[src/rtl/conv_window_scan_if.sv]
// Handshake/status bundle between a frame requester and conv_window_scan.
//   start    : requester -> scanner, one-cycle frame request
//   read_en  : scanner -> datapath, kernel element read strobe
//   win_row  : current window origin row
//   win_col  : current window origin column
//   win_last : last read_en cycle of the current window
//   busy     : frame in progress (through done)
//   done     : one-cycle end-of-frame pulse
// master: requester side; slave: scanner side.
interface conv_window_scan_if #(
  parameter int unsigned IMA_ADDR = 3
);
  logic                start;
  logic                read_en;
  logic [IMA_ADDR-1:0] win_row;
  logic [IMA_ADDR-1:0] win_col;
  logic                win_last;
  logic                busy;
  logic                done;

  modport master (
    output start,
    input  read_en, win_row, win_col, win_last, busy, done
  );

  modport slave (
    input  start,
    output read_en, win_row, win_col, win_last, busy, done
  );
endinterface

[src/rtl/conv_window_scan.sv]
// conv_window_scan: sweeps the kernel window origin over the image in raster order
// (column fastest). For every window, read_en is held for CON_SIZE*CON_SIZE cycles so
// the downstream kernel offset counter walks exactly one kernel per window.
//
// Ports:
//   clk   : rising-edge clock
//   reset : asynchronous, active-high reset
//   bus   : conv_window_scan_if.slave (start in; read_en, win_row, win_col,
//           win_last, busy, done out; all outputs registered)
//
// Configuration macro WIN_GAP_EN: when defined, one read_en=0 cycle (GAP state) is
// inserted between consecutive windows, with the new origin already presented.
module conv_window_scan #(
  parameter int unsigned IMA_SIZE = 6,
  parameter int unsigned IMA_ADDR = 3,
  parameter int unsigned CON_SIZE = 3,
  parameter int unsigned CON_ADDR = 2,
  parameter int unsigned ELEM_W   = 4
) (
  input logic               clk,
  input logic               reset,
  conv_window_scan_if.slave bus
);

  localparam int unsigned Last = IMA_SIZE - CON_SIZE;
  localparam int unsigned K    = CON_SIZE * CON_SIZE;

  localparam logic [IMA_ADDR-1:0] LastPos  = IMA_ADDR'(Last);
  localparam logic [ELEM_W-1:0]   ElemLast = ELEM_W'(K - 1);

  // Elaboration-time sanity checks on the parameter set.
  if (CON_SIZE > IMA_SIZE) begin : g_bad_con_size
    $error("CON_SIZE must not exceed IMA_SIZE");
  end
  if (ELEM_W < $clog2(K)) begin : g_bad_elem_w
    $error("ELEM_W cannot hold CON_SIZE*CON_SIZE-1");
  end
  if (IMA_ADDR < $clog2(Last + 1)) begin : g_bad_ima_addr
    $error("IMA_ADDR cannot hold IMA_SIZE-CON_SIZE");
  end
  if (CON_ADDR < $clog2(CON_SIZE)) begin : g_bad_con_addr
    $error("CON_ADDR cannot hold CON_SIZE-1");
  end

`ifdef WIN_GAP_EN
  typedef enum logic [1:0] {StIdle, StRun, StGap, StFin} state_e;
`else
  typedef enum logic [1:0] {StIdle, StRun, StFin} state_e;
`endif

  state_e              state_q, state_d;
  logic [ELEM_W-1:0]   elem_q, elem_d;
  logic [IMA_ADDR-1:0] row_q, row_d;
  logic [IMA_ADDR-1:0] col_q, col_d;
  logic                read_en_q, win_last_q, busy_q, done_q;

  // Next-state logic for the FSM, element counter and window origin.
  always_comb begin
    state_d = state_q;
    elem_d  = elem_q;
    row_d   = row_q;
    col_d   = col_q;

    unique case (state_q)
      StIdle: begin
        elem_d = '0;
        row_d  = '0;
        col_d  = '0;
        if (bus.start) begin
          state_d = StRun;
        end
      end

      StRun: begin
        if (elem_q == ElemLast) begin
          elem_d = '0;
          if (col_q < LastPos) begin
            col_d = col_q + IMA_ADDR'(1);
`ifdef WIN_GAP_EN
            state_d = StGap;
`endif
          end else if (row_q < LastPos) begin
            col_d = '0;
            row_d = row_q + IMA_ADDR'(1);
`ifdef WIN_GAP_EN
            state_d = StGap;
`endif
          end else begin
            // Final window: origin holds LAST through FIN.
            state_d = StFin;
          end
        end else begin
          elem_d = elem_q + ELEM_W'(1);
        end
      end

`ifdef WIN_GAP_EN
      StGap: begin
        state_d = StRun;
      end
`endif

      StFin: begin
        state_d = StIdle;
        row_d   = '0;
        col_d   = '0;
      end

      default: begin
        state_d = StIdle;
        elem_d  = '0;
        row_d   = '0;
        col_d   = '0;
      end
    endcase
  end

  // Status outputs are registered from the next-state values so they line up
  // with the state and origin they describe.
  always_ff @(posedge clk or posedge reset) begin
    if (reset) begin
      state_q    <= StIdle;
      elem_q     <= '0;
      row_q      <= '0;
      col_q      <= '0;
      read_en_q  <= 1'b0;
      win_last_q <= 1'b0;
      busy_q     <= 1'b0;
      done_q     <= 1'b0;
    end else begin
      state_q    <= state_d;
      elem_q     <= elem_d;
      row_q      <= row_d;
      col_q      <= col_d;
      read_en_q  <= (state_d == StRun);
      win_last_q <= (state_d == StRun) && (elem_d == ElemLast);
      busy_q     <= (state_d != StIdle);
      done_q     <= (state_d == StFin);
    end
  end

  assign bus.read_en  = read_en_q;
  assign bus.win_row  = row_q;
  assign bus.win_col  = col_q;
  assign bus.win_last = win_last_q;
  assign bus.busy     = busy_q;
  assign bus.done     = done_q;

endmodule
[src/flat_wrapper.sv]
// flat-port wrapper written by rule: the top's interface ports become plain ports
module conv_window_scan_flat 
#(
  parameter int unsigned IMA_SIZE = 6,
  parameter int unsigned IMA_ADDR = 3,
  parameter int unsigned CON_SIZE = 3,
  parameter int unsigned CON_ADDR = 2,
  parameter int unsigned ELEM_W   = 4
)
  (clk, reset, bus_start, bus_read_en, bus_win_row, bus_win_col, bus_win_last, bus_busy, bus_done);
  conv_window_scan_if #(.IMA_ADDR(IMA_ADDR)) bus_i ();
  input logic clk;
  input logic reset;
  input wire logic [$bits(bus_i.start)-1:0] bus_start;
  output wire logic [$bits(bus_i.read_en)-1:0] bus_read_en;
  output wire logic [$bits(bus_i.win_row)-1:0] bus_win_row;
  output wire logic [$bits(bus_i.win_col)-1:0] bus_win_col;
  output wire logic [$bits(bus_i.win_last)-1:0] bus_win_last;
  output wire logic [$bits(bus_i.busy)-1:0] bus_busy;
  output wire logic [$bits(bus_i.done)-1:0] bus_done;
  assign bus_i.start = bus_start;
  assign bus_read_en = bus_i.read_en;
  assign bus_win_row = bus_i.win_row;
  assign bus_win_col = bus_i.win_col;
  assign bus_win_last = bus_i.win_last;
  assign bus_busy = bus_i.busy;
  assign bus_done = bus_i.done;
  conv_window_scan #(.IMA_SIZE(IMA_SIZE), .IMA_ADDR(IMA_ADDR), .CON_SIZE(CON_SIZE), .CON_ADDR(CON_ADDR), .ELEM_W(ELEM_W)) u_core (.clk(clk), .reset(reset), .bus(bus_i));
endmodule
[config.mk]
export PLATFORM = sky130hd
export DESIGN_NAME = conv_window_scan_flat
export DESIGN_NICKNAME = d
export VERILOG_FILES = /design/src/rtl/conv_window_scan_if.sv /design/src/rtl/conv_window_scan.sv /design/src/flat_wrapper.sv
export SDC_FILE = /design/constraint.sdc
export NUM_CORES = 1
export LEC_CHECK = 0
export ABC_CLOCK_PERIOD_IN_PS = 1500
export CORE_ASPECT_RATIO = 0.9
export CORE_UTILIZATION = 38
export CTS_BUF_LIST = sky130_fd_sc_hd__clkbuf_16
export DETAILED_ROUTE_END_ITERATION = 6
export GPL_ROUTABILITY_DRIVEN = 0
export GPL_TIMING_DRIVEN = 0
export HOLD_SLACK_MARGIN = 0.02
export PLACE_DENSITY = 0.58
export SYNTH_ARGS = -nofsm -noshare
export SYNTH_HDL_FRONTEND = slang
export SYNTH_SLANG_ARGS = --single-unit
[constraint.sdc]
create_clock -name clk -period 1.5 [get_ports clk]
set_input_delay 0.45 -clock clk [delete_from_list [all_inputs] [get_ports clk]]
set_output_delay 0.45 -clock clk [all_outputs]
set_load 0.01 [all_outputs]
==> results of run 1 <==
[area by class of cell]
type	count	area, µm²
repair buffers	25	209.0
flip-flops and latches	16	406.6
inverters	8	37.54
well taps	27	33.78
fillers	183	902.1
plain buffers	1	11.26
multi-input cells	65	546.8
clock buffers	3	75.07
[cell families (layout without fill, tap and decap cells)]
group | after synthesis | after routing | share of synthesized area
AND/OR/NAND/NOR | 31 | 31 | 0.2054
AO/OA/AOI/OAI | 24 | 24 | 0.1891
flip-flops | 16 | 16 | 0.4354
buffers and inverters | 10 | 37 | 0.04490
adder cells (fa/ha/maj) | 7 | 7 | 0.09523
XOR/XNOR | 2 | 2 | 0.01905
multiplexers | 1 | 1 | 0.01088
[routing by layer]
metal / GRT usage / vias up / share of wire
li1: - / 381 / -
met1: 0.2262 / 375 / 0.46
met2: 0.2284 / 14 / 0.49
met3: 0.06918 / 2 / 0.038
met4: 0.07456 / 0 / 0.0078
met5: 0 / - / 0
[flip-flops by register name, indices dropped and copies added, names as in the netlist]
register and count:
u_core.bus.read_en 1, u_core.bus.busy 1, u_core.bus.win_row 3, u_core.elem_q 4
u_core.state_q 2, u_core.bus.win_col 3, u_core.bus.win_last 1, u_core.bus.done 1
[worst min-delay path by stage]
stage / to / slack [ns] / cells after the start
after floorplan: u_core.bus.busy / 0.36 / 1
after global placement: u_core.bus.win_row[2] / 0.52 / 2
after detailed placement: u_core.bus.win_row[2] / 0.54 / 2
final: u_core.bus.busy / 0.58 / 2
after CTS: u_core.bus.done / 0.57 / 1
after global routing: u_core.bus.done / 0.59 / 1
[synthesized netlist by cell type (2+ instances only)]
| cell type | n | area share |
|---|---|---|
| nand2_1 | 9 | 0.037 |
| a32oi_1 | 2 | 0.019 |
| nand3_1 | 3 | 0.016 |
| o21ai_0 | 5 | 0.027 |
| o22ai_1 | 3 | 0.020 |
| ha_1 | 7 | 0.095 |
| a21oi_1 | 5 | 0.027 |
| nor2_1 | 9 | 0.037 |
| a22oi_1 | 2 | 0.016 |
| inv_1 | 7 | 0.029 |
| dfrtp_1 | 16 | 0.44 |
[critical path: stages (launching register included)]
cell and delay [ns]:
dfrtp_1 0.41, inv_2 0.09, ha_4 0.16, nand3b_4 0.12
nor3_4 0.25, o32ai_2 0.13, and4bb_1 0.20
[timing repair]
action / CTS / global route
pin swaps: 4 / 5
gates cloned: 0 / 0
setup endpoints to repair: 16 / 4
resized for setup: 29 / 7
hold endpoints to repair: 0 / 0
setup buffers: 7 / 6
[power by group]
part	internal (mW)	switching [mW]
clock	0.350	0.161
combinational	0.418	0.405
sequential	0.500	0.0667
total	1.27	0.633
[stage by stage]
stage	hold slack (ns)	TNS [ns]	instances
floorplan	0.3637	0	91
global placement	0.5241	-0.5080	130
detailed placement	0.5386	-0.5298	130
CTS	0.5740	0	139
global route	0.5883	-0.1286	145
finish	0.5764	0	145
==> impl_metrics.env, run 1 <==
export IMPL_routed_via_density=5.324
export IMPL_cp_arrival_ns=1.61
export IMPL_drtPass1Iterations=4
export IMPL_worstPathRequired_ns=1.63
export IMPL_drive_above_1_share=0.3559
export IMPL_fmax_ghz=0.6725
export IMPL_leakagePower_nw=0.6260
export IMPL_ff2ff_setup_slack_ns=0.01
export IMPL_cts_buffers=3
export IMPL_r2r_start="u_core.elem_q[0]"
export IMPL_root_buffer="clkbuf_16"
export IMPL_crit_start="u_core.elem_q[0]"
export IMPL_drc=0
export IMPL_dpl_instance_area_um2=1075
export IMPL_cts_sinks=16
export IMPL_hold_violations=0
export IMPL_cp_endpoint="u_core.bus.win_last"
export IMPL_ir_drop_v=0.0009481
export IMPL_die_x_um=53.86
export IMPL_track_usage=0.1673
export IMPL_nets=130
export IMPL_layout_common_cells="buf_4 (12), dfrtp_1 (11), dlygate4sd2_1 (10)"
export IMPL_cp_max_fo=4
export IMPL_clock_skew_ns=0.003556
export IMPL_wirelength_um=2041
export IMPL_area_growth_pct=43.54
export IMPL_grt_pass1_vias=666
export IMPL_synthesis_nets=101
export IMPL_ys_ff_latch=16
export IMPL_grt_pass1_wl_um=3118
export IMPL_antenna_found_initial=0
export IMPL_via_count=772
export IMPL_synthCells=91
export IMPL_start_kind="register"
export IMPL_yosysSeqAreaShare=0.4354
export IMPL_reg2reg_to="u_core.bus.win_last"
export IMPL_status="finished, final reports clean"
export IMPL_initial_utilization=0.4139
export IMPL_htree_levels=1
export IMPL_synthArstFlopShare=1.000
export IMPL_postLayoutCoreUtil=0.5940
export IMPL_final_common_cell="buf_4"
export IMPL_worst_pin_slew_ns=0.6146
export IMPL_syn_area_um2=919.6
export IMPL_drv_cap=0
export IMPL_powerDensity_nw_per_um2=1440
export IMPL_fp_row_count=16
export IMPL_die_area_um2=2621
export IMPL_finalCritPeriodShare=0.9913
export IMPL_drt_iter0_markers=15
export IMPL_endpoint_kind="register"
export IMPL_finalCriticalPeriod_ns=1.487
export IMPL_antenna_left=0
export IMPL_total_power_mw=1.900
export IMPL_rsz0062_at_grt="yes"
export IMPL_overflow=0
export IMPL_grt_max_degree=17
export IMPL_io_pin_count=13
export IMPL_fin_ws_ns=0.01309
export IMPL_wl_per_cell_um=14.08
export IMPL_insertedDiodeCount=0
export IMPL_insertion_delay_ns=0.24
export IMPL_clk_path_buf_depth=2
export IMPL_fin_area_um2=1320
export IMPL_setup_viol=0
export IMPL_path_clk_slew_ns=0.05
export IMPL_synthFlopType="dfrtp_1"
export IMPL_yosys_warnings=0
export IMPL_crit_type="reg -> reg"
export IMPL_hold_buffers=0
export IMPL_dp_hpwl_um=1235
export IMPL_synth_distinct_cells=34
export IMPL_port_buffer_count=12
export IMPL_cts_tree="yes"
export IMPL_reg2regPathDepth=6
export IMPL_post_place_ws_ns=-0.1954
export IMPL_synth_edff_count=0
export IMPL_syn_avg_cell_area_um2=10.11
export IMPL_slew_headroom=0.5898
export IMPL_final_max_slew_viol_count=0
export IMPL_die_y_um=48.67
export IMPL_worstHoldPathType="in -> async"
export IMPL_core_region_area_um2=2222
No activity file was read; power rests on OpenSTA's default activity.
==> run 2, diff against run 1 <==
--- a/config.mk
+++ b/config.mk
@@ -6,13 +6,13 @@
 export NUM_CORES = 1
 export LEC_CHECK = 0
 export ABC_CLOCK_PERIOD_IN_PS = 1500
+export CAP_MARGIN = 20
 export CORE_ASPECT_RATIO = 0.9
 export CORE_UTILIZATION = 38
 export CTS_BUF_LIST = sky130_fd_sc_hd__clkbuf_16
 export DETAILED_ROUTE_END_ITERATION = 6
 export GPL_ROUTABILITY_DRIVEN = 0
 export GPL_TIMING_DRIVEN = 0
-export HOLD_SLACK_MARGIN = 0.02
 export PLACE_DENSITY = 0.58
 export SYNTH_ARGS = -nofsm -noshare
 export SYNTH_HDL_FRONTEND = slang
==> results of run 2 <==
Final layout, timing and power as in run 1 (identical DEF).
==> run 3, diff against run 2 <==
--- a/config.mk
+++ b/config.mk
@@ -14,6 +14,7 @@
 export GPL_ROUTABILITY_DRIVEN = 0
 export GPL_TIMING_DRIVEN = 0
 export PLACE_DENSITY = 0.58
+export SLEW_MARGIN = 20
 export SYNTH_ARGS = -nofsm -noshare
 export SYNTH_HDL_FRONTEND = slang
 export SYNTH_SLANG_ARGS = --single-unit
==> results of run 3 <==
Final layout, timing and power as in run 1 (identical DEF).
